==> config.mk <==
export PLATFORM = sky130hd
export DESIGN_NAME = serial_mag_cmp_ctrl_flat
export DESIGN_NICKNAME = d
export VERILOG_FILES = /design/src/rtl/serial_mag_cmp_ctrl_if.sv /design/src/rtl/serial_mag_cmp_ctrl.sv /design/src/flat_wrapper.sv
export SDC_FILE = /design/constraint.sdc
export NUM_CORES = 1
export LEC_CHECK = 0
export CORE_MARGIN = 4
export CORE_UTILIZATION = 60
export CTS_CLUSTER_DIAMETER = 30
export DETAILED_ROUTE_END_ITERATION = 16
export DONT_BUFFER_PORTS = 1
export GPL_TIMING_DRIVEN = 0
export HOLD_SLACK_MARGIN = 0.15
export PLACE_DENSITY = 0.83
export SYNTH_ARGS = -nofsm -noshare
export SYNTH_HDL_FRONTEND = slang
export SYNTH_SLANG_ARGS = --single-unit
==> constraint.sdc <==
create_clock -name clk -period 4.8 [get_ports clk]
set_clock_uncertainty 0.1 [all_clocks]
set_input_delay 0.96 -clock clk [delete_from_list [all_inputs] [get_ports clk]]
set_output_delay 0.96 -clock clk [all_outputs]
set_load 0.01 [all_outputs]
==> src/rtl/serial_mag_cmp_ctrl_if.sv <==
// rtl/serial_mag_cmp_ctrl_if.sv - operand/result handshake bundle for the serial magnitude comparator
interface serial_mag_cmp_ctrl_if #(
  parameter int WIDTH = 8
);
  localparam int CW = $clog2(WIDTH / 2) + 1;

  logic             in_valid;
  logic             in_ready;
  logic [WIDTH-1:0] a;
  logic [WIDTH-1:0] b;
  logic             out_valid;
  logic             out_ready;
  logic             gt;
  logic             eq;
  logic             lt;
  logic [CW-1:0]    digits;

  modport master (
    output in_valid, a, b, out_ready,
    input  in_ready, out_valid, gt, eq, lt, digits
  );

  modport slave (
    input  in_valid, a, b, out_ready,
    output in_ready, out_valid, gt, eq, lt, digits
  );
endinterface

==> src/rtl/serial_mag_cmp_ctrl.sv <==
// rtl/serial_mag_cmp_ctrl.sv - MSB-first 2-bit-per-cycle magnitude compare sequencer with early exit
module serial_mag_cmp_ctrl #(
  parameter int WIDTH = 8
) (
  input  logic                   clk,
  input  logic                   rst,
  serial_mag_cmp_ctrl_if.slave   bus
);
  localparam int CW = $clog2(WIDTH / 2) + 1;
  localparam logic [CW-1:0] N_DIG   = CW'(WIDTH / 2);
  localparam logic [CW-1:0] IDX_TOP = CW'(WIDTH / 2 - 1);

  typedef enum logic [1:0] {IDLE, COMPARE, DONE} state_t;

  state_t           state, state_nx;
  logic [WIDTH-1:0] a_q, b_q;
  logic [CW-1:0]    idx, count, dig_q;
  logic             gt_q, eq_q, lt_q;
  logic [1:0]       da, db;
  logic             gt_d, lt_d, last_digit, accept, release_res;

  // Shared 2-bit slice, fed by the digit currently selected by idx.
  always_comb begin
    da          = 2'(a_q >> {idx, 1'b0});
    db          = 2'(b_q >> {idx, 1'b0});
    gt_d        = (da[1] & ~db[1]) | ((da[1] ~^ db[1]) & da[0] & ~db[0]);
    lt_d        = (~da[1] & db[1]) | ((da[1] ~^ db[1]) & ~da[0] & db[0]);
    last_digit  = (idx == '0);
    accept      = bus.in_valid & (state == IDLE);
    release_res = bus.out_ready & (state == DONE);
  end

  always_ff @(posedge clk) begin
    if (rst) state <= IDLE;
    else     state <= state_nx;
  end

  always_comb begin
    state_nx = state;
    case (state)
      IDLE:    if (accept) state_nx = COMPARE;
      COMPARE: if (gt_d | lt_d | last_digit) state_nx = DONE;
      DONE:    if (release_res) state_nx = IDLE;
      default: state_nx = IDLE;
    endcase
  end

  always_comb begin
    bus.in_ready  = (state == IDLE) & ~rst;
    bus.out_valid = (state == DONE);
    bus.gt        = gt_q;
    bus.eq        = eq_q;
    bus.lt        = lt_q;
    bus.digits    = dig_q;
  end

  // Result registers are only ever nonzero while DONE, so out_valid=0 implies all-zero outputs.
  always_ff @(posedge clk) begin
    if (rst) begin
      a_q   <= '0;
      b_q   <= '0;
      idx   <= '0;
      count <= '0;
      gt_q  <= 1'b0;
      eq_q  <= 1'b0;
      lt_q  <= 1'b0;
      dig_q <= '0;
    end else begin
      case (state)
        IDLE: begin
          if (accept) begin
            a_q   <= bus.a;
            b_q   <= bus.b;
            idx   <= IDX_TOP;
            count <= CW'(1);
          end
        end
        COMPARE: begin
          if (gt_d) begin
            gt_q  <= 1'b1;
            dig_q <= count;
          end else if (lt_d) begin
            lt_q  <= 1'b1;
            dig_q <= count;
          end else if (last_digit) begin
            eq_q  <= 1'b1;
            dig_q <= N_DIG;
          end else begin
            idx   <= idx - CW'(1);
            count <= count + CW'(1);
          end
        end
        DONE: begin
          if (release_res) begin
            gt_q  <= 1'b0;
            eq_q  <= 1'b0;
            lt_q  <= 1'b0;
            dig_q <= '0;
          end
        end
        default: begin
          gt_q  <= 1'b0;
          eq_q  <= 1'b0;
          lt_q  <= 1'b0;
          dig_q <= '0;
        end
      endcase
    end
  end
endmodule

==> src/flat_wrapper.sv <==
// flat-port wrapper written by rule: the top's interface ports become plain ports
module serial_mag_cmp_ctrl_flat 
#(
  parameter int WIDTH = 8
)
  (clk, rst, bus_in_valid, bus_a, bus_b, bus_out_ready, bus_in_ready, bus_out_valid, bus_gt, bus_eq, bus_lt, bus_digits);
  serial_mag_cmp_ctrl_if #(.WIDTH(WIDTH)) bus_i ();
  input  logic clk;
  input  logic rst;
  input wire logic [$bits(bus_i.in_valid)-1:0] bus_in_valid;
  input wire logic [$bits(bus_i.a)-1:0] bus_a;
  input wire logic [$bits(bus_i.b)-1:0] bus_b;
  input wire logic [$bits(bus_i.out_ready)-1:0] bus_out_ready;
  output wire logic [$bits(bus_i.in_ready)-1:0] bus_in_ready;
  output wire logic [$bits(bus_i.out_valid)-1:0] bus_out_valid;
  output wire logic [$bits(bus_i.gt)-1:0] bus_gt;
  output wire logic [$bits(bus_i.eq)-1:0] bus_eq;
  output wire logic [$bits(bus_i.lt)-1:0] bus_lt;
  output wire logic [$bits(bus_i.digits)-1:0] bus_digits;
  assign bus_i.in_valid = bus_in_valid;
  assign bus_i.a = bus_a;
  assign bus_i.b = bus_b;
  assign bus_i.out_ready = bus_out_ready;
  assign bus_in_ready = bus_i.in_ready;
  assign bus_out_valid = bus_i.out_valid;
  assign bus_gt = bus_i.gt;
  assign bus_eq = bus_i.eq;
  assign bus_lt = bus_i.lt;
  assign bus_digits = bus_i.digits;
  serial_mag_cmp_ctrl #(.WIDTH(WIDTH)) u_core (.clk(clk), .rst(rst), .bus(bus_i));
endmodule
==> qor.yml <==
status: "complete, no violations"
power_switching_uw: 183
yosysTopAreaCell: "dfxtp_1"
drtAntennaViolNets: 0
synth_xor_area_share_pct: 2.36
preCtsSetupSlack_ns: 1.90
slowest_delay_ns: 0.42
cp.arrival_ns: 1.84
coreArea_sq_um: 2280
slew-limit-headroom_pct: 68.2
routed_wl_mm: 2.83
hold_viol: 0
clk_pin_slew_ns: 0.09
worstPathCellList: "clkbuf_1 > clkbuf_1 > nor3_1"
dp.final_hpwl_mm: 2.20
cts_hold_buffers: 0
grt_overflow: 0
syn_area_sq_um: 1480
regArea_sq_um: 601
synthAdderAreaFrac_pct: 4.22
numCtsBuffers: 5
fin_crit_ns: 2.90
via_per_inst: 5.71
start_util_pct: 65.2
fp.dieW_microns: 57.7
gp_congestion: 0.786
synth-main-ff-cell: "dfxtp_1"
setup_viol: 0
num-fill-cells: 193
drv_cap: 0
syn_inst: 173
dieArea_sq_um: 3330
htree_levels: 2
hp-class: "flop to flop"
synthMuxAreaShare_pct: 6.58
grt_antenna_before_repair: 0
switching_share_pct: 31.2
avgSynthCellArea_sq_um: 8.58
drive_gt1_share_pct: 9.94
synth-seq-cells: 30
cts_resized: 0
pwr-share-comb_pct: 24.6
synth-simple-area-share_pct: 20.8
period_share_pct: 60.3
routed.top_layer: "met4"
tritoncts: "built"
synth-compound-area-share_pct: 20.3
clk_latency_ns: 0.32
syn-num-nets: 198
cp_top_family: "buffers and inverters"
synth-seq-area-share_pct: 40.5
final_nets: 205
tightest_slew_ns: 0.477
max_freq_mhz: 345
min_from: "u_core.b_q[3]"
cp-end-kind: "output port"
synth_area_leaders: "dfxtp_1, nand2_1, a21oi_1, mux4_2, ha_1"
clkPwrFrac_pct: 26.5
grt_max_degree: 11
clock-sinks: 30
worstHoldEndpoint: "u_core.b_q[3]"
peakVddDrop_mv: 0.258
rows: 17
rsz0062_at_grt: "no"
die_h_microns: 57.7
yosys.cell_types.count: 31
ys_top_cells_by_count: "nand2_1, dfxtp_1, a21oi_1, nand2b_1"
grt_pass1_vias: 1234
r2r_start: "u_core.idx[1]"
drc: 0
timing.rr.end: "u_core.state[1]"
share_seq_of_total_power_pct: 48.9
p_leak_nw: 0.634
synth_top_area_share_pct: 40.5
yosysWarnings: 0
yosysMostFrequentCell: "nand2_1"
worst-path-max-fanout: 10
slew_violations: 0
multi_input_area_sq_um: 806
port_buffers: 0
cellPowerDensity_nw_per_um2: 370
io_pins: 28
grt.total_usage_pct: 19.8
finalWorstSetupSlack_ns: 1.90
cp.required_ns: 3.74
vias: 1194
wl_met2_mm: 1.41
critPathLaunchType: "input port"
rrSetupSlack_ns: 2.41
wl_met1_mm: 1.23
p_int_uw: 402
grt_first_pass_wirelength_mm: 5.14
path_class: "input port to output port"
async_flop_share_pct: 0
cp_slowest_cell: "clkbuf_1"
clk_path_buf_depth: 2
first_pass_iters: 4
tns_ns: 0
cts_root_buf: "clkbuf_4"
path_buf_inv: 2
path_common_cell: "clkbuf_1"
drt-initial-drc-count: 44
dr_wl_met3_microns: 149
min_path_cells: 2
diodes: 0
post_drt_wl_per_cell_microns: 13.6
synth_top_family_by_area: "simple AND/OR/NAND/NOR gates"
area_growth_pct: 6.41
synth_edf_count: 0
post_cts_buffers: 0
reg2reg_depth: 10
## placed cells by master, fill, tap and decap left out, types with 5 or more instances in the layout
cell | Yosys | layout
nand2b_1 | 9 | 9
ha_1 | 5 | 5
clkbuf_1 | 5 | 6
dfxtp_1 | 30 | 30
o21ai_0 | 8 | 8
nand2_1 | 34 | 34
clkbuf_4 | 0 | 5
a21oi_1 | 22 | 22
nor2_1 | 8 | 8
inv_1 | 6 | 6
nor2b_1 | 6 | 6
## sequential cells by signal, indices dropped and copies added, names as in the netlist
signal / count
u_core.a_q: 8
u_core.bus.eq: 1
u_core.state: 2
u_core.b_q: 8
u_core.bus.digits: 3
u_core.bus.gt: 1
u_core.idx: 3
u_core.bus.lt: 1
u_core.count: 3
## worst max path at each step
stage | depth (start not counted) | endpoint | from
5_1_grt | 3 | bus_in_ready | rst
4_1_cts | 3 | bus_in_ready | rst
3_5_place_dp | 3 | bus_in_ready | rst
6_report | 3 | bus_in_ready | rst
2_1_floorplan | 3 | bus_in_ready | rst
3_3_place_gp | 3 | bus_in_ready | rst
## stage by stage
step | utilization [%] | instances | total power, mW | instance area, sq um | hold slack (ns)
final | 69.4 | 209 | 0.585 | 1580 | 0.364
after global routing | 69.4 | 209 | 0.625 | 1580 | 0.386
after CTS | 69.4 | 209 | 0.589 | 1580 | 0.365
after detailed placement | 66.7 | 201 | 0.436 | 1520 | 0.352
after global placement | 66.7 | 201 | 0.428 | 1520 | 0.342
after floorplan | - | 173 | 0.408 | 1480 | 0.332
## worst register-to-register path: stages (launching register included)
cell	delay (ns)
dfxtp_1	0.32
buf_6	0.14
nor2b_1	0.11
a211oi_1	0.06
a211o_1	0.31
ha_1	0.32
nor2b_1	0.17
a2111oi_4	0.35
buf_6	0.19
a2bb2oi_1	0.16
nor2_1	0.05
## cells by family after synthesis
logic type / Yosys count
and+or+nand+nor: 66
AOI/OAI and AO/OA: 46
DFF: 30
buffers and inverters: 16
muxes: 6
adders and majority gates: 5
xor gates and xnor gates: 4
## metal layers
layer,GRT usage (%),up-vias
met3,6.68,5
met2,34.2,29
li1,-,604
met5,0,-
met1,23.1,556
met4,6.29,0
## layout make-up
class / instances / share of cell area (%)
Multi-Input combinational cell: 127 / 51.0
Sequential cell: 30 / 38.0
Clock buffer: 7 / 3.49
Buffer: 9 / 3.25
Tap cell: 28 / 2.22
Inverter: 7 / 1.66
Clock inverter: 1 / 0.317
## power groups by stage
stage / clock, mW / combinational (mW) / sequential, mW
6_report: 0.155 / 0.144 / 0.286
5_1_grt: 0.172 / 0.164 / 0.289
4_1_cts: 0.159 / 0.144 / 0.286
3_5_place_dp: 0 / 0.144 / 0.292
3_3_place_gp: 0 / 0.137 / 0.291
2_1_floorplan: 0 / 0.120 / 0.288
Power figures use the tool's default switching activity.
